===== src/rtl/mpmc11_rd_strip_collect_if.sv =====
// rtl/mpmc11_rd_strip_collect_if.sv - request, read-return and line-buffer write bundle for the strip collector
interface mpmc11_rd_strip_collect_if #(
  parameter int DATA_WIDTH = 256
);
  // request side
  logic                  start;
  logic [5:0]            num_strips;
  logic [31:0]           addr_base;
  // DDR app read-return side
  logic                  app_rd_data_valid;
  logic [DATA_WIDTH-1:0] app_rd_data;
  // line-buffer write side and status
  logic [5:0]            strip_cnt;
  logic                  rd_we;
  logic [5:0]            rd_strip;
  logic [31:0]           rd_adr;
  logic [DATA_WIDTH-1:0] rd_dat;
  logic                  busy;
  logic                  done;
  logic                  err_start;
  logic                  err_stray;
  logic                  err_timeout;

  modport master (
    output start, num_strips, addr_base, app_rd_data_valid, app_rd_data,
    input  strip_cnt, rd_we, rd_strip, rd_adr, rd_dat, busy, done,
           err_start, err_stray, err_timeout
  );

  modport slave (
    input  start, num_strips, addr_base, app_rd_data_valid, app_rd_data,
    output strip_cnt, rd_we, rd_strip, rd_adr, rd_dat, busy, done,
           err_start, err_stray, err_timeout
  );
endinterface


===== src/rtl/mpmc11_rd_strip_collect.sv =====
// rtl/mpmc11_rd_strip_collect.sv - tags read-return strips with index/address and writes them to the line buffer (optional watchdog: MPMC11_RD_TIMEOUT_EN)
module mpmc11_rd_strip_collect #(
  parameter int DATA_WIDTH = 256,
  parameter int TIMEOUT    = 1023
) (
  input  logic                      clk,
  input  logic                      rst,
  mpmc11_rd_strip_collect_if.slave  bus
);

  typedef enum logic [1:0] {
    S_IDLE    = 2'd0,
    S_COLLECT = 2'd1,
    S_DONE    = 2'd2
  } state_t;

  state_t                state_q, state_d;
  logic [5:0]            ns_q, ns_d;
  logic [26:0]           base_q, base_d;
  logic [5:0]            strip_cnt_q, strip_cnt_d;
  logic                  rd_we_q, rd_we_d;
  logic [5:0]            rd_strip_q, rd_strip_d;
  logic [31:0]           rd_adr_q, rd_adr_d;
  logic [DATA_WIDTH-1:0] rd_dat_q, rd_dat_d;
  logic                  err_start_q, err_start_d;
  logic                  err_stray_q, err_stray_d;

  logic                  accept_start;
  logic                  accept_beat;
  logic                  last_beat;
  logic                  timeout_hit;
  logic [26:0]           adr_sum;

  // a start is only taken outside COLLECT; beats only count inside it
  assign accept_start = bus.start && (state_q != S_COLLECT);
  assign accept_beat  = bus.app_rd_data_valid && (state_q == S_COLLECT);
  assign last_beat    = accept_beat && (strip_cnt_q == ns_q);
  // 27-bit line address, wraps modulo 2^27 without touching the byte offset
  assign adr_sum      = base_q + 27'(strip_cnt_q);

`ifdef MPMC11_RD_TIMEOUT_EN
  localparam int TW = (TIMEOUT < 2) ? 1 : $clog2(TIMEOUT);

  logic [TW-1:0] tmo_cnt_q, tmo_cnt_d;
  logic          err_timeout_q, err_timeout_d;

  // the TIMEOUT-th consecutive idle COLLECT cycle abandons the request
  assign timeout_hit = (state_q == S_COLLECT) && !bus.app_rd_data_valid &&
                       (tmo_cnt_q == TW'(TIMEOUT - 1));

  // watchdog: cleared on entry and on every beat, counts idle COLLECT cycles
  always_comb begin
    tmo_cnt_d     = tmo_cnt_q;
    err_timeout_d = err_timeout_q;
    if (accept_start || accept_beat) begin
      tmo_cnt_d = '0;
    end else if (state_q == S_COLLECT) begin
      tmo_cnt_d = tmo_cnt_q + TW'(1);
    end
    if (accept_start) begin
      err_timeout_d = 1'b0;
    end
    if (timeout_hit) begin
      err_timeout_d = 1'b1;
    end
  end

  // watchdog registers
  always_ff @(posedge clk or negedge rst) begin
    if (!rst) begin
      tmo_cnt_q     <= '0;
      err_timeout_q <= 1'b0;
    end else begin
      tmo_cnt_q     <= tmo_cnt_d;
      err_timeout_q <= err_timeout_d;
    end
  end

  assign bus.err_timeout = err_timeout_q;
`else
  assign timeout_hit     = 1'b0;
  assign bus.err_timeout = 1'b0;
`endif

  // state register
  always_ff @(posedge clk or negedge rst) begin
    if (!rst) begin
      state_q <= S_IDLE;
    end else begin
      state_q <= state_d;
    end
  end

  // next state: DONE lasts one cycle and may chain straight into a new request
  always_comb begin
    state_d = state_q;
    case (state_q)
      S_IDLE:    if (bus.start) state_d = S_COLLECT;
      S_COLLECT: if (last_beat || timeout_hit) state_d = S_DONE;
      S_DONE:    state_d = bus.start ? S_COLLECT : S_IDLE;
      default:   state_d = S_IDLE;
    endcase
  end

  // request latching, beat tagging and sticky error flags
  always_comb begin
    ns_d        = ns_q;
    base_d      = base_q;
    strip_cnt_d = strip_cnt_q;
    rd_we_d     = 1'b0;
    rd_strip_d  = rd_strip_q;
    rd_adr_d    = rd_adr_q;
    rd_dat_d    = rd_dat_q;
    err_start_d = err_start_q;
    err_stray_d = err_stray_q;

    if (accept_start) begin
      ns_d        = bus.num_strips;
      base_d      = bus.addr_base[31:5];
      strip_cnt_d = 6'd0;
      err_start_d = 1'b0;
      err_stray_d = 1'b0;
    end

    if (accept_beat) begin
      rd_we_d    = 1'b1;
      rd_strip_d = strip_cnt_q;
      rd_adr_d   = {adr_sum, 5'h00};
      rd_dat_d   = bus.app_rd_data;
      // the final index is held so strip_cnt never wraps past num_strips
      if (!last_beat) begin
        strip_cnt_d = strip_cnt_q + 6'd1;
      end
    end

    if (bus.start && (state_q == S_COLLECT)) begin
      err_start_d = 1'b1;
    end
    // a stray beat wins over the clear from a start in the same cycle
    if (bus.app_rd_data_valid && (state_q != S_COLLECT)) begin
      err_stray_d = 1'b1;
    end
  end

  // datapath registers
  always_ff @(posedge clk or negedge rst) begin
    if (!rst) begin
      ns_q        <= 6'd0;
      base_q      <= 27'd0;
      strip_cnt_q <= 6'd0;
      rd_we_q     <= 1'b0;
      rd_strip_q  <= 6'd0;
      rd_adr_q    <= 32'd0;
      rd_dat_q    <= '0;
      err_start_q <= 1'b0;
      err_stray_q <= 1'b0;
    end else begin
      ns_q        <= ns_d;
      base_q      <= base_d;
      strip_cnt_q <= strip_cnt_d;
      rd_we_q     <= rd_we_d;
      rd_strip_q  <= rd_strip_d;
      rd_adr_q    <= rd_adr_d;
      rd_dat_q    <= rd_dat_d;
      err_start_q <= err_start_d;
      err_stray_q <= err_stray_d;
    end
  end

  // outputs: busy/done decode the state, the rest come straight from registers
  always_comb begin
    bus.busy      = (state_q == S_COLLECT);
    bus.done      = (state_q == S_DONE);
    bus.strip_cnt = strip_cnt_q;
    bus.rd_we     = rd_we_q;
    bus.rd_strip  = rd_strip_q;
    bus.rd_adr    = rd_adr_q;
    bus.rd_dat    = rd_dat_q;
    bus.err_start = err_start_q;
    bus.err_stray = err_stray_q;
  end

endmodule


===== src/flat_wrapper.sv =====
// flat-port wrapper written by rule: the top's interface ports become plain ports
module mpmc11_rd_strip_collect_flat 
#(
  parameter int DATA_WIDTH = 256,
  parameter int TIMEOUT    = 1023
)
  (clk, rst, bus_start, bus_num_strips, bus_addr_base, bus_app_rd_data_valid, bus_app_rd_data, bus_strip_cnt, bus_rd_we, bus_rd_strip, bus_rd_adr, bus_rd_dat, bus_busy, bus_done, bus_err_start, bus_err_stray, bus_err_timeout);
  mpmc11_rd_strip_collect_if #(.DATA_WIDTH(DATA_WIDTH)) bus_i ();
  input  logic clk;
  input  logic rst;
  input wire logic [$bits(bus_i.start)-1:0] bus_start;
  input wire logic [$bits(bus_i.num_strips)-1:0] bus_num_strips;
  input wire logic [$bits(bus_i.addr_base)-1:0] bus_addr_base;
  input wire logic [$bits(bus_i.app_rd_data_valid)-1:0] bus_app_rd_data_valid;
  input wire logic [$bits(bus_i.app_rd_data)-1:0] bus_app_rd_data;
  output wire logic [$bits(bus_i.strip_cnt)-1:0] bus_strip_cnt;
  output wire logic [$bits(bus_i.rd_we)-1:0] bus_rd_we;
  output wire logic [$bits(bus_i.rd_strip)-1:0] bus_rd_strip;
  output wire logic [$bits(bus_i.rd_adr)-1:0] bus_rd_adr;
  output wire logic [$bits(bus_i.rd_dat)-1:0] bus_rd_dat;
  output wire logic [$bits(bus_i.busy)-1:0] bus_busy;
  output wire logic [$bits(bus_i.done)-1:0] bus_done;
  output wire logic [$bits(bus_i.err_start)-1:0] bus_err_start;
  output wire logic [$bits(bus_i.err_stray)-1:0] bus_err_stray;
  output wire logic [$bits(bus_i.err_timeout)-1:0] bus_err_timeout;
  assign bus_i.start = bus_start;
  assign bus_i.num_strips = bus_num_strips;
  assign bus_i.addr_base = bus_addr_base;
  assign bus_i.app_rd_data_valid = bus_app_rd_data_valid;
  assign bus_i.app_rd_data = bus_app_rd_data;
  assign bus_strip_cnt = bus_i.strip_cnt;
  assign bus_rd_we = bus_i.rd_we;
  assign bus_rd_strip = bus_i.rd_strip;
  assign bus_rd_adr = bus_i.rd_adr;
  assign bus_rd_dat = bus_i.rd_dat;
  assign bus_busy = bus_i.busy;
  assign bus_done = bus_i.done;
  assign bus_err_start = bus_i.err_start;
  assign bus_err_stray = bus_i.err_stray;
  assign bus_err_timeout = bus_i.err_timeout;
  mpmc11_rd_strip_collect #(.DATA_WIDTH(DATA_WIDTH), .TIMEOUT(TIMEOUT)) u_core (.clk(clk), .rst(rst), .bus(bus_i));
endmodule

===== config.mk =====
export PLATFORM = sky130hd
export DESIGN_NAME = mpmc11_rd_strip_collect_flat
export DESIGN_NICKNAME = d
export VERILOG_FILES = /design/src/rtl/mpmc11_rd_strip_collect_if.sv /design/src/rtl/mpmc11_rd_strip_collect.sv /design/src/flat_wrapper.sv
export SDC_FILE = /design/constraint.sdc
export NUM_CORES = 1
export LEC_CHECK = 0
export CORE_AREA = 2 2 234 236
export DETAILED_ROUTE_END_ITERATION = 8
export DIE_AREA = 0 0 236 238
export DONT_BUFFER_PORTS = 1
export GPL_TIMING_DRIVEN = 0
export PLACE_DENSITY = 0.39
export SLEW_MARGIN = 20
export SYNTH_ARGS = -nofsm -noshare
export SYNTH_HDL_FRONTEND = slang
export SYNTH_SLANG_ARGS = --single-unit

===== constraint.sdc =====
create_clock -name clk -period 6.3 [get_ports clk]
set_input_delay 1.26 -clock clk [delete_from_list [all_inputs] [get_ports clk]]
set_output_delay 1.26 -clock clk [all_outputs]
set_load 0.02 [all_outputs]

# After elaboration in Yosys (flattened, before gate mapping)
# Index checks and enable logic that the tools add are counted.
[word_totals] output_inout_bits=306 elab_cells=38 regBits=333 in_bits=298
[classes] n_reduce_logical=9 eq_ne=6 addsub=2 n_mux=11
[op_table] op="adder 27 x 6 -> 27 bit" n=1
[op_table] op="2-to-1 mux 6 bit" n=3
[op_table] op="adder 6 x 1 -> 6 bit (second input constant)" n=1
[op_table] op="equality test 6 bit" n=1
[op_table] op="case mux 2 bit (3 select lines)" n=1
[op_table] op="logical AND 1 bit" n=5
[op_table] op="2-to-1 mux 1 bit" n=5
[op_table] op="2-to-1 mux 2 bit" n=2
[op_table] op="!= test 2 x 1 -> 1 bit (second input constant)" n=2
[op_table] op="nonzero test 2 bit" n=2
[op_table] op="equality test 2 x 1 -> 1 bit (second input constant)" n=1
[op_table] op="equality test 2 bit (second input constant)" n=1
[op_table] op="logical NOT 2 bit" n=1
[op_table] op="!= test 2 bit (second input constant)" n=1
[op_table] op="AND reduction 2 bit" n=1

# Depth between registers and ports, before layout
[depth] ltp_word=5 ltp_mapped=9 depth_no_buf=8

# Worst setup path before layout
# Ideal clock, no wire load.
[synth_path] path_kind="flip-flop to flip-flop" startpoint="register u_core.strip_cnt_q[0], in the netlist u_core.bus.strip_cnt[0]" endpoint="register u_core.rd_adr_q[19], in the netlist u_core.bus.rd_adr[19]" stages_incl_launch_ff=9 n_path_buf=0 setup_time_ns=0.120 period_less_slack_ns=2.513 required_ns=6.180 t_arrival_ns=2.394 path_slack_ns=3.787 cell_sequence="dfrtp_1 ha_1 inv_1 fa_1 and2b_1 o211ai_4 a2111oi_0 mux2i_1 nand2_1"
[synth_via] elab_chain_cells=1
[synth_rtl] item="start, declared" line_no="mpmc11_rd_strip_collect.sv:20" rtl="logic [5:0] strip_cnt_q, strip_cnt_d;"
[synth_rtl] item="start signal, assigned" line_no="mpmc11_rd_strip_collect.sv:160" rtl="strip_cnt_q <= strip_cnt_d;"
[synth_rtl] item="adder 27 x 6 -> 27 bit" line_no="mpmc11_rd_strip_collect.sv:39" rtl="assign adr_sum = base_q + 27'(strip_cnt_q);"
[synth_rtl] item="end signal, assigned" line_no="mpmc11_rd_strip_collect.sv:163" rtl="rd_adr_q <= rd_adr_d;"
[synth_rtl] item="end, declared" line_no="mpmc11_rd_strip_collect.sv:23" rtl="logic [31:0] rd_adr_q, rd_adr_d;"
# Every way passes these cells.
# A chain may end at the register's enable or synchronous reset.

# Final worst setup path
# Ends and elaborated chain as after synthesis.

==> impl_metrics.py <==
metrics = {
    "status": {
        "status": "finished clean",
    },
    "synth": {
        "synth-main-ff-cell": "dfrtp_1",
        "synth_area_sq_um": 13300,
        "synth-xor-area-share": 0.0191,
        "synth_fa_ha_area_frac": 0.00810,
        "avgSynthCellArea_sq_um": 9.32,
        "synth_warnings": 0,
        "synth_cell_types": 49,
        "ys_ff_latch": 333,
        "synth-simple-area-share": 0.254,
        "synth_top_family_by_area": "simple AND/OR/NAND/NOR gates",
        "synthCells": 1426,
        "synth_top_area_share": 0.627,
        "synthMuxAreaShare": 0.0311,
        "synth_edf_count": 0,
        "synthArstFlopShare": 1.00,
        "yosys.area.top_type": "dfrtp_1",
        "synth_compound_area_frac": 0.0295,
        "synthTopCellsByArea": "dfrtp_1 (63%), nand2_1 (23%), mux2_2 (2.9%)",
        "synth-seq-area-share": 0.627,
    },
    "layout": {
        "fin_cells": 2198,
        "synthToLayoutAreaGrowth_pct": 16.0,
        "drive_above_1_share": 0.0994,
        "fillCellCount": 5731,
        "nets": 1779,
    },
    "power_and_ir_drop": {
        "p_comb_frac": 0.197,
        "swShare": 0.425,
        "leakage_uw": 0.00778,
        "clkPwrFrac": 0.261,
        "vdd_drop_max_uv": 200,
        "seq_power_share": 0.541,
        "power_uw": 8430,
        "intPower_uw": 4840,
        "p_per_area_nw_per_um2": 547,
        "switchingPower_uw": 3580,
    },
    "global_route": {
        "grt-busiest-layer": "met2",
        "grt-ovfl-total": 0,
        "grt_pass1_vias": 9827,
        "use_met2": 0.263,
        "use_met3": 0.0678,
        "antenna_found_initial": 7,
        "grt_util_met1": 0.172,
        "grtUsageTotal": 0.155,
        "grt_pass1_wl_um": 65900,
        "grt_max_degree": 334,
    },
    "timing": {
        "fin_crit_sh": 0.499,
        "rsz0062_at_grt": "false",
        "fin_worst_skew_ps": 18.1,
        "fin_tns_setup_ps": 0,
        "fin_ws_ps": 3160,
        "maxClockFrequency_mhz": 318,
        "setup_viol": 0,
        "post-route-min-period_ps": 3140,
        "tightest_slew_ps": 891,
        "finalHoldViolCount": 0,
        "max_slew_margin": 0.406,
        "slew_violations": 0,
    },
    "setup_path": {
        "reg2regPathDepth": 8,
        "path_buf_inv": 1,
        "start_kind": "flip-flop",
        "r2r_start": "u_core.bus.strip_cnt[0]",
        "cp.required_ps": 6730,
        "timing.rr.end": "u_core.bus.rd_adr[19]",
        "arrival_ps": 3570,
        "cpPeakStageDelay_ps": 660,
        "crit_path_top_delay_cell": "dfrtp_1",
        "critPathCaptureType": "flip-flop",
        "cp_top_family": "compound AO/OA/AOI/OAI gates",
        "path_cells": "ha_1, inv_1, fa_1, and2b_1, o211ai_4, a2111oi_0, mux2i_1, nand2_1",
        "cp_max_fo": 10,
        "regToRegSetupSlack_ps": 3160,
        "critPathKind": "reg -> reg",
    },
    "routing": {
        "drcViolationCount": 0,
        "ant_nets": 0,
        "vias_per_cell": 4.37,
        "drt_first_pass_iters": 4,
        "vias": 9614,
        "wire_per_inst_um": 20.4,
        "postRouteWirelength_um": 44900,
        "initialDrtViolationCount": 372,
    },
    "hold_path": {
        "holdCritPathClass": "in -> async",
    },
    "die": {
        "rows": 85,
        "start_util": 0.248,
        "core_area_sq_um": 53500,
        "die_h_um": 238,
        "die_w_um": 236,
        "num_io_pins": 604,
        "dieArea_sq_um": 56200,
    },
    "job": {
        "maxCapViolations": 0,
    },
    "placement": {
        "dp_slack_ps": 3060,
        "dpl.cell_count": 2127,
        "dp_hpwl_um": 33500,
        "portBuffers": 0,
        "place_congestion": 0.820,
    },
    "cts": {
        "cts_setup_buffers": 0,
        "clkLatencyLatePin_ps": 560,
        "numCtsBuffers": 40,
        "post_cts_resized": 0,
        "cts.clk_slew.worst_paths_ps": 60,
        "clockBufferDepth": 3,
        "cts_hold_buf": 0,
        "h-tree-depth": 2,
        "root_buffer": "clkbuf_16",
        "cts_tree": "yes",
        "clock_sinks": 333,
    },
}
==> sequential cells by signal (all words and copies together), names as in the netlist <==
name and cells:
u_core.state_q 2, u_core.bus.rd_we 1, u_core.bus.rd_strip 6, u_core.bus.rd_dat 256, u_core.bus.strip_cnt 6, u_core.base_q 27
u_core.ns_q 6, u_core.bus.err_stray 1, u_core.bus.err_start 1, u_core.bus.rd_adr 27
==> layer usage <==
layer / share of wire / up-vias
li1: - / 4536
met1: 0.38 / 4574
met2: 0.48 / 409
met3: 0.10 / 87
met4: 0.035 / 8
met5: 0.0012 / -
==> synth_stat cells (all sizes together), types with 2 or more instances <==
cell    number
clkbuf      30
mux2        34
inv          8
a31o         2
a21oi        7
and4         3
a211oi       7
xnor2       13
nor4         2
o21ai       32
dfrtp      333
nand2b       2
nor2         6
o211ai       3
ha           7
mux2i        3
nor3         2
buf         49
nand3       18
xor2        16
nand2      822
and3         5
nand4        7
==> layout make-up <==
type | count | area [sq um] | share of cell area
multi-input cells | 1011 | 4570 | 0.296
plain buffers | 79 | 378 | 0.0245
clock inverters | 8 | 57.6 | 0.00373
diodes | 3 | 7.51 | 0.000487
well taps | 696 | 871 | 0.0565
inverters | 8 | 30.0 | 0.00195
flip-flops and latches | 333 | 8330 | 0.540
clock buffers | 60 | 1180 | 0.0763
==> power by group through the flow <==
stage,Combinational (uW),Clock (uW),Sequential [uW]
6_report,1660,2200,4560
5_1_grt,1940,2380,4650
4_1_cts,1710,2290,4590
3_5_place_dp,1710,0,4620
3_3_place_gp,1670,0,4620
2_1_floorplan,1290,0,4250
==> worst max path at each step <==
stage	from	endpoint	slack, ps	cells after the start
global route	u_core.bus.strip_cnt[0]	u_core.bus.rd_adr[19]	2970	8
global placement	u_core.bus.strip_cnt[0]	u_core.bus.rd_adr[19]	3020	8
CTS	u_core.bus.strip_cnt[0]	u_core.bus.rd_adr[19]	3050	8
detailed placement	bus_app_rd_data_valid	u_core.bus.rd_dat[42]	3060	6
finish	u_core.bus.strip_cnt[0]	u_core.bus.rd_adr[19]	3160	8
floorplan	u_core.bus.strip_cnt[0]	u_core.bus.rd_adr[19]	3790	8
==> cell families after synthesis <==
kind of cell	count (synthesis)
other	1
buffers and inverters	87
AND/OR/NAND/NOR	872
multiplexers	37
AO/OA/AOI/OAI	59
adder cells (fa/ha/maj)	8
flip-flops	333
XOR/XNOR	29
==> cells in the final DEF, fill, tap and decap left out, types with 3 or more instances in the layout <==
cell type and count:
nand2_1 822, dfrtp_1 333, clkbuf_16 40, clkbuf_1 38, buf_2 35, mux2_2 34, o21ai_0 26, nand3_1 17
xor2_1 16, xnor2_1 13, clkbuf_8 11, inv_1 8, nand4_1 7, buf_1 7, buf_4 7, ha_1 7
nor2_1 6, a21oi_1 6, conb_1 6, and3_1 5, o21ai_1 5, clkinv_2 5, a211oi_2 4, diode_2 3
mux2i_1 3, a211oi_1 3
==> per-stage QoR <==
stage / cell area [sq um] / util / hold WS [ps]
2_1_floorplan: 13300 / - / 466
3_3_place_gp: 14200 / 0.265 / 481
3_5_place_dp: 14200 / 0.265 / 491
4_1_cts: 15400 / 0.288 / 372
5_1_grt: 15400 / 0.288 / 381
6_report: 15400 / 0.288 / 419
Note: power is estimated with default switching activity, not from simulation.
